## config.mk

```make
export PLATFORM = sky130hd
export DESIGN_NAME = ulpi_reg_arbiter
export DESIGN_NICKNAME = d
export VERILOG_FILES = /design/src/rtl/ulpi_reg_pkg.sv /design/src/rtl/ulpi_rr_arb.sv /design/src/rtl/ulpi_reg_arbiter.sv
export SDC_FILE = /design/constraint.sdc
export NUM_CORES = 1
export LEC_CHECK = 0
export ABC_AREA = 1
export CORE_MARGIN = 2
export CORE_UTILIZATION = 44
export CTS_CLUSTER_SIZE = 24
export DETAILED_ROUTE_END_ITERATION = 8
export PLACE_DENSITY = 0.84
export SKIP_LAST_GASP = 1
export SYNTH_ARGS = -nofsm -noshare
export SYNTH_HDL_FRONTEND = slang
export SYNTH_SLANG_ARGS = --single-unit
```

## constraint.sdc

```tcl
create_clock -name clk -period 3.9 [get_ports clk]
set_input_delay 0.78 -clock clk [delete_from_list [all_inputs] [get_ports clk]]
set_output_delay 0.78 -clock clk [all_outputs]
set_load 0.02 [all_outputs]
```

## src/rtl/ulpi_reg_pkg.sv

```systemverilog
// Shared types and constants for the ULPI register-port arbiter.
package ulpi_reg_pkg;

  localparam int ULPI_REG_ADDR_W = 6;
  localparam int ULPI_REG_DATA_W = 8;

  typedef enum logic [1:0] {
    IDLE  = 2'd0,
    ISSUE = 2'd1,
    RESP  = 2'd2
  } state_t;

  typedef struct packed {
    logic [ULPI_REG_ADDR_W-1:0] addr;
    logic [ULPI_REG_DATA_W-1:0] wdata;
    logic                       read_nwrite;
  } reg_req_t;

  // Width of a channel index; a single channel still needs one bit.
  function automatic int idx_w(input int n);
    return (n > 1) ? $clog2(n) : 1;
  endfunction

endpackage

```

## src/rtl/ulpi_rr_arb.sv

```systemverilog
// Combinational round-robin pick: first request strictly above ptr, else the lowest request.
module ulpi_rr_arb
  import ulpi_reg_pkg::*;
#(
  parameter int NUM_CH = 4,
  parameter int IDX_W  = idx_w(NUM_CH)
) (
  input  logic [NUM_CH-1:0] req,
  input  logic [IDX_W-1:0]  ptr,
  output logic [NUM_CH-1:0] grant,
  output logic [IDX_W-1:0]  grant_idx,
  output logic              any_grant
);

  logic [NUM_CH-1:0] upper;
  logic [NUM_CH-1:0] hi_req;

  always_comb begin
    upper = '0;
    for (int i = 0; i < NUM_CH; i++) begin
      upper[i] = (i > int'(ptr));
    end
  end

  assign hi_req    = req & upper;
  assign any_grant = |req;

  // Scan downward so the lowest set bit of the chosen vector wins.
  always_comb begin
    grant     = '0;
    grant_idx = '0;
    if (|hi_req) begin
      for (int i = NUM_CH - 1; i >= 0; i--) begin
        if (hi_req[i]) begin
          grant     = '0;
          grant[i]  = 1'b1;
          grant_idx = IDX_W'(i);
        end
      end
    end else begin
      for (int i = NUM_CH - 1; i >= 0; i--) begin
        if (req[i]) begin
          grant     = '0;
          grant[i]  = 1'b1;
          grant_idx = IDX_W'(i);
        end
      end
    end
  end

endmodule

```

## src/rtl/ulpi_reg_arbiter.sv

```systemverilog
// Round-robin multi-client front end for the ULPI link register port.
// Optional reg_done timeout enabled by defining ULPI_REG_TIMEOUT_EN.
module ulpi_reg_arbiter
  import ulpi_reg_pkg::*;
#(
  parameter int NUM_CH         = 4,
  parameter int TIMEOUT_CYCLES = 255
) (
  input  logic                                   clk,
  input  logic                                   reset_n,
  input  logic [NUM_CH-1:0]                      req_valid,
  output logic [NUM_CH-1:0]                      req_ready,
  input  logic [NUM_CH-1:0][ULPI_REG_ADDR_W-1:0] req_addr,
  input  logic [NUM_CH-1:0][ULPI_REG_DATA_W-1:0] req_wdata,
  input  logic [NUM_CH-1:0]                      req_read_nwrite,
  output logic [NUM_CH-1:0]                      rsp_valid,
  output logic [ULPI_REG_DATA_W-1:0]             rsp_rdata,
  output logic                                   rsp_error,
  output logic [ULPI_REG_ADDR_W-1:0]             reg_addr,
  output logic [ULPI_REG_DATA_W-1:0]             reg_data_write,
  output logic                                   reg_enable,
  output logic                                   reg_read_nwrite,
  input  logic [ULPI_REG_DATA_W-1:0]             reg_data_read,
  input  logic                                   reg_done
);

  localparam int IDX_W = idx_w(NUM_CH);

  state_t                     state, state_nxt;
  logic [IDX_W-1:0]           ptr;
  logic [IDX_W-1:0]           ch_q;
  reg_req_t                   req_q;
  logic [ULPI_REG_DATA_W-1:0] rdata_q;

  logic [NUM_CH-1:0] grant;
  logic [IDX_W-1:0]  grant_idx;
  logic              any_grant;
  logic              accept;
  logic              finish;
  logic              abort;
  logic              expire;

  ulpi_rr_arb #(
    .NUM_CH (NUM_CH),
    .IDX_W  (IDX_W)
  ) u_arb (
    .req       (req_valid),
    .ptr       (ptr),
    .grant     (grant),
    .grant_idx (grant_idx),
    .any_grant (any_grant)
  );

  always_comb begin
    state_nxt = state;
    accept    = 1'b0;
    finish    = 1'b0;
    abort     = 1'b0;
    case (state)
      IDLE: begin
        if (any_grant) begin
          accept    = 1'b1;
          state_nxt = ISSUE;
        end
      end
      ISSUE: begin
        // A reg_done coinciding with expiry is still a normal completion.
        if (reg_done) begin
          finish    = 1'b1;
          state_nxt = RESP;
        end else if (expire) begin
          abort     = 1'b1;
          state_nxt = RESP;
        end
      end
      RESP:    state_nxt = IDLE;
      default: state_nxt = IDLE;
    endcase
  end

  always_ff @(posedge clk or negedge reset_n) begin
    if (!reset_n) begin
      state <= IDLE;
      ptr   <= IDX_W'(NUM_CH - 1);
      ch_q  <= '0;
      req_q <= '0;
    end else begin
      state <= state_nxt;
      if (accept) begin
        ptr   <= grant_idx;
        ch_q  <= grant_idx;
        req_q <= '{addr:        req_addr[grant_idx],
                   wdata:       req_wdata[grant_idx],
                   read_nwrite: req_read_nwrite[grant_idx]};
      end
    end
  end

  // Read data returned to the client; writes and aborts report 0x00.
  always_ff @(posedge clk or negedge reset_n) begin
    if (!reset_n) begin
      rdata_q <= '0;
    end else if (finish) begin
      rdata_q <= req_q.read_nwrite ? reg_data_read : '0;
    end else if (abort) begin
      rdata_q <= '0;
    end
  end

`ifdef ULPI_REG_TIMEOUT_EN
  localparam int TO_W = (TIMEOUT_CYCLES < 256) ? 8 : 16;

  logic [TO_W-1:0] to_cnt;
  logic            err_q;

  assign expire = (to_cnt == TO_W'(TIMEOUT_CYCLES - 1));

  always_ff @(posedge clk or negedge reset_n) begin
    if (!reset_n) begin
      to_cnt <= '0;
      err_q  <= 1'b0;
    end else begin
      if (accept) begin
        to_cnt <= '0;
      end else if (state == ISSUE) begin
        to_cnt <= to_cnt + 1'b1;
      end
      if (finish) begin
        err_q <= 1'b0;
      end else if (abort) begin
        err_q <= 1'b1;
      end
    end
  end

  assign rsp_error = err_q;
`else
  logic unused_timeout;

  assign unused_timeout = (TIMEOUT_CYCLES != 0);
  assign expire         = 1'b0;
  assign rsp_error      = 1'b0;
`endif

  // The grant pulse is also gated by reset so nothing is accepted while held.
  assign req_ready = ((state == IDLE) && reset_n) ? grant : '0;

  always_comb begin
    rsp_valid = '0;
    if (state == RESP) begin
      rsp_valid[ch_q] = 1'b1;
    end
  end

  assign rsp_rdata       = rdata_q;
  assign reg_enable      = (state == ISSUE);
  assign reg_addr        = req_q.addr;
  assign reg_data_write  = req_q.wdata;
  assign reg_read_nwrite = req_q.read_nwrite;

endmodule

```

==> flow_metrics.tcl, run 1 <==
set metrics [dict create \
    status "completed" \
    fin_crit_sh_pct 85.41 \
    min_period_ns 3.331 \
    synthAdderAreaFrac_pct 0 \
    leakage_nw 1.774 \
    synth-async-reset-ratio_pct 100.0 \
    grt_pass1_vias 2189 \
    synthXorXnorAreaFrac_pct 0 \
    yosys_register_bits 29 \
    synthCells 340 \
    finalSetupViolCount 0 \
    worstPathBufferInverterCount 2 \
    finalWirelength_um 5842 \
    cts_resized 0 \
    synth.yosys.seq_area_share_pct 33.49 \
    rsz0062_at_grt "false" \
    place_inst 499 \
    nets 514 \
    antenna_found_initial 0 \
    cts_hold_buf 0 \
    ioPinCount 108 \
    n_antenna_cell 0 \
    synth_edf_count 0 \
    p_seq_share_pct 24.8 \
    grt_use_total_pct 23.21 \
    fp.dieArea_um2 5520 \
    die_height_um 74.30 \
    synth_area_leader_cell "dfrtp_1" \
    yosys.area_share.simple_pct 41.94 \
    p_sw_uw 982.7 \
    netlist.area_leader.share_pct 31.07 \
    vias_per_cell 4.651 \
    syn_area_um2 2175 \
    cts_root_buf "clkbuf_8" \
    wl_per_cell_um 11.52 \
    hold_class "flip-flop to flip-flop" \
    cp_top_family "buffers and inverters" \
    critPathCaptureType "output pin" \
    path_max_fanout 5 \
    hold_viol_final 0 \
    synthTopCellsByArea "dfrtp_1, nand2_1, nand3_1" \
    postPlaceCellArea_um2 3219 \
    syn_nets 415 \
    cp.required_ns 3.12 \
    grt_start_max_net_pins 33 \
    clockPowerShare_pct 16.7 \
    grt_remaining_overflow 0 \
    drtIter0Drc 90 \
    relSlewSlack_pct 48.25 \
    place_ws_ns 0.5591 \
    grt_first_pass_wirelength_um 9846 \
    start_util_pct 45.74 \
    cts_inserted_buffers 5 \
    gp_congestion 0.8603 \
    numPortBuffers 106 \
    drive_above_1_share_pct 7.727 \
    coreArea_um2 4755 \
    clock-sinks 29 \
    slowest_stage "clkdlybuf4s50_1" \
    cts_tree "built" \
    worstSetupPathType "input pin to output pin" \
    setup_ws_ns 0.5690 \
    dp_hpwl_um 4448 \
    finalSetupTns_ns 0 \
    synth_compound_area_share_pct 4.488 \
    final-instance-count-excl-fill 507 \
    area_growth_pct 54.20 \
    drv_slew 0 \
    start_kind "input pin" \
    netlist-cell-type-count 25 \
    antenna_left 0 \
    ir_worst_vdd_mv 0.2713 \
    remaining_drc_errors 0 \
    rows 25 \
    yosys_most_used_dff "dfrtp_1" \
    clock_latency_ns 0.28 \
    clk_pin_slew_ns 0.07 \
    cpPeakStageDelay_ns 0.62 \
    drtPass1Iterations 4 \
    htree_levels 2 \
    crit_path_frequent_cell "clkdlybuf4s50_1" \
    worst_pin_slew_ns 0.7720 \
    combPwrFrac_pct 58.5 \
    internal_power_mw 1.225 \
    p_sw_share_pct 44.51 \
    fin_worst_skew_ns 0.006424 \
    cp.arrival_ns 2.55 \
    fin_area_um2 3353 \
    avgSynthCellArea_um2 6.396 \
    path_cells "clkdlybuf4s50_1, nand2_4, nand2_2, nor2_2, nand3_1, a21oi_1, clkdlybuf4s50_1" \
    fp.dieW_um 74.30 \
    dr_total_vias 2358 \
    mostFrequentLayoutCells "clkdlybuf4s50_1, nand2_1, inv_1" \
    synth_top_family_by_area "simple AND/OR/NAND/NOR gates" \
    layout_commonest_cell "clkdlybuf4s50_1" \
    synthMuxAreaShare_pct 0 \
    synth_warnings 0 \
    powerDensity_nw_per_um2 658.4 \
    post_cts_buffers 0 \
    drv_cap 0 \
    cts_buffer_depth 2 \
    max_freq_mhz 300.2 \
]
[kinds of logic (layout without fill, tap and decap cells)]
kind of cell	Yosys count	count (layout)
AOI/OAI and AO/OA	17	17
buffers and inverters	99	199
and+or+nand+nor	194	194
other	1	1
DFF	29	29
[power groups by stage]
| stage | sequential [mW] | combinational (mW) | clock (mW) |
|---|---|---|---|
| global route | 0.569 | 1.44 | 0.388 |
| floorplan | 0.657 | 0.769 | 0 |
| global placement | 0.550 | 1.27 | 0 |
| CTS | 0.550 | 1.30 | 0.375 |
| finish | 0.548 | 1.29 | 0.369 |
| detailed placement | 0.550 | 1.29 | 0 |
[cells in the mapped netlist (3+ instances only)]
cell and n:
nand2_1 104, inv_1 81, nand3_1 62, dfrtp_1 27, nand3_2 10, o21ai_0 8, buf_4 7, nor3_1 6
buf_2 5, a21oi_1 4, nand2_2 3, nor2_1 3, nor2_2 3, o21ai_1 3
[path summary, 6_finish.rpt]
kind,startpoint,end,slack (ns),cells past startpoint
max,req_valid[1],req_ready[2],0.57,7
min,reg_data_write[7]$_DFFE_PN0P_,reg_data_write[7]$_DFFE_PN0P_,0.48,2
max reg2reg,ptr[1]$_DFFE_PN1P_,reg_data_write[1]$_DFFE_PN0P_,1.84,10
min reg2reg,reg_data_write[7]$_DFFE_PN0P_,reg_data_write[7]$_DFFE_PN0P_,0.48,2
max in group asynchronous,reset_n,ptr[1]$_DFFE_PN1P_,2.68,2
min in group asynchronous,reset_n,state[1]$_DFFE_PN0P_,0.91,2
[flip-flops by register name, summed over array words and instances (netlist names)]
register         count
reg_data_write       8
rsp_rdata            8
reg_read_nwrite      1
reg_addr             6
ch_q                 2
ptr                  2
state                2
[per-layer routing]
| metal | GRT usage [%] | vias to the layer above | share of wire [%] |
|---|---|---|---|
| li1 | - | 1221 | - |
| met1 | 26.55 | 1043 | 41 |
| met2 | 41.17 | 85 | 50 |
| met3 | 8.130 | 9 | 8.1 |
| met4 | 6.548 | 0 | 1.4 |
| met5 | 0 | - | 0 |
[worst register-to-register path, cell delays in order, from the launching register on]
cell and delay (ns):
dfstp_2 0.39, nor2_2 0.18, nand2_4 0.09, nand2_1 0.10, buf_4 0.34, nand2_2 0.42, nand2_1 0.16, nand3_1 0.11
nand2_1 0.09, nand2_1 0.05, nand2_1 0.07
[layout make-up]
type	instances	area [µm²]
fillers	438	1401
well taps	67	83.83
flip-flops and latches	29	728.2
multi-input cells	212	1013
repair buffers	109	1084
inverters	82	310.3
clock inverters	3	65.06
clock buffers	5	68.82
[stage by stage]
stage                     power [mW]  utilization (%)  hold WS [ns]
after global placement         1.817            67.71        0.4629
final                          2.208            70.53        0.4758
after global routing           2.401            70.53        0.5036
after CTS                      2.223            70.53        0.4820
after detailed placement       1.844            67.71        0.4642
after floorplan                1.426                -        0.4609
No activity file was read; power rests on OpenSTA's default activity.
==> run 2, diff against run 1 <==
Settings changed: HOLD_SLACK_MARGIN set to 0.03.
==> results of run 2 <==
The final DEF is identical to that of run 1; final timing and power are the same.
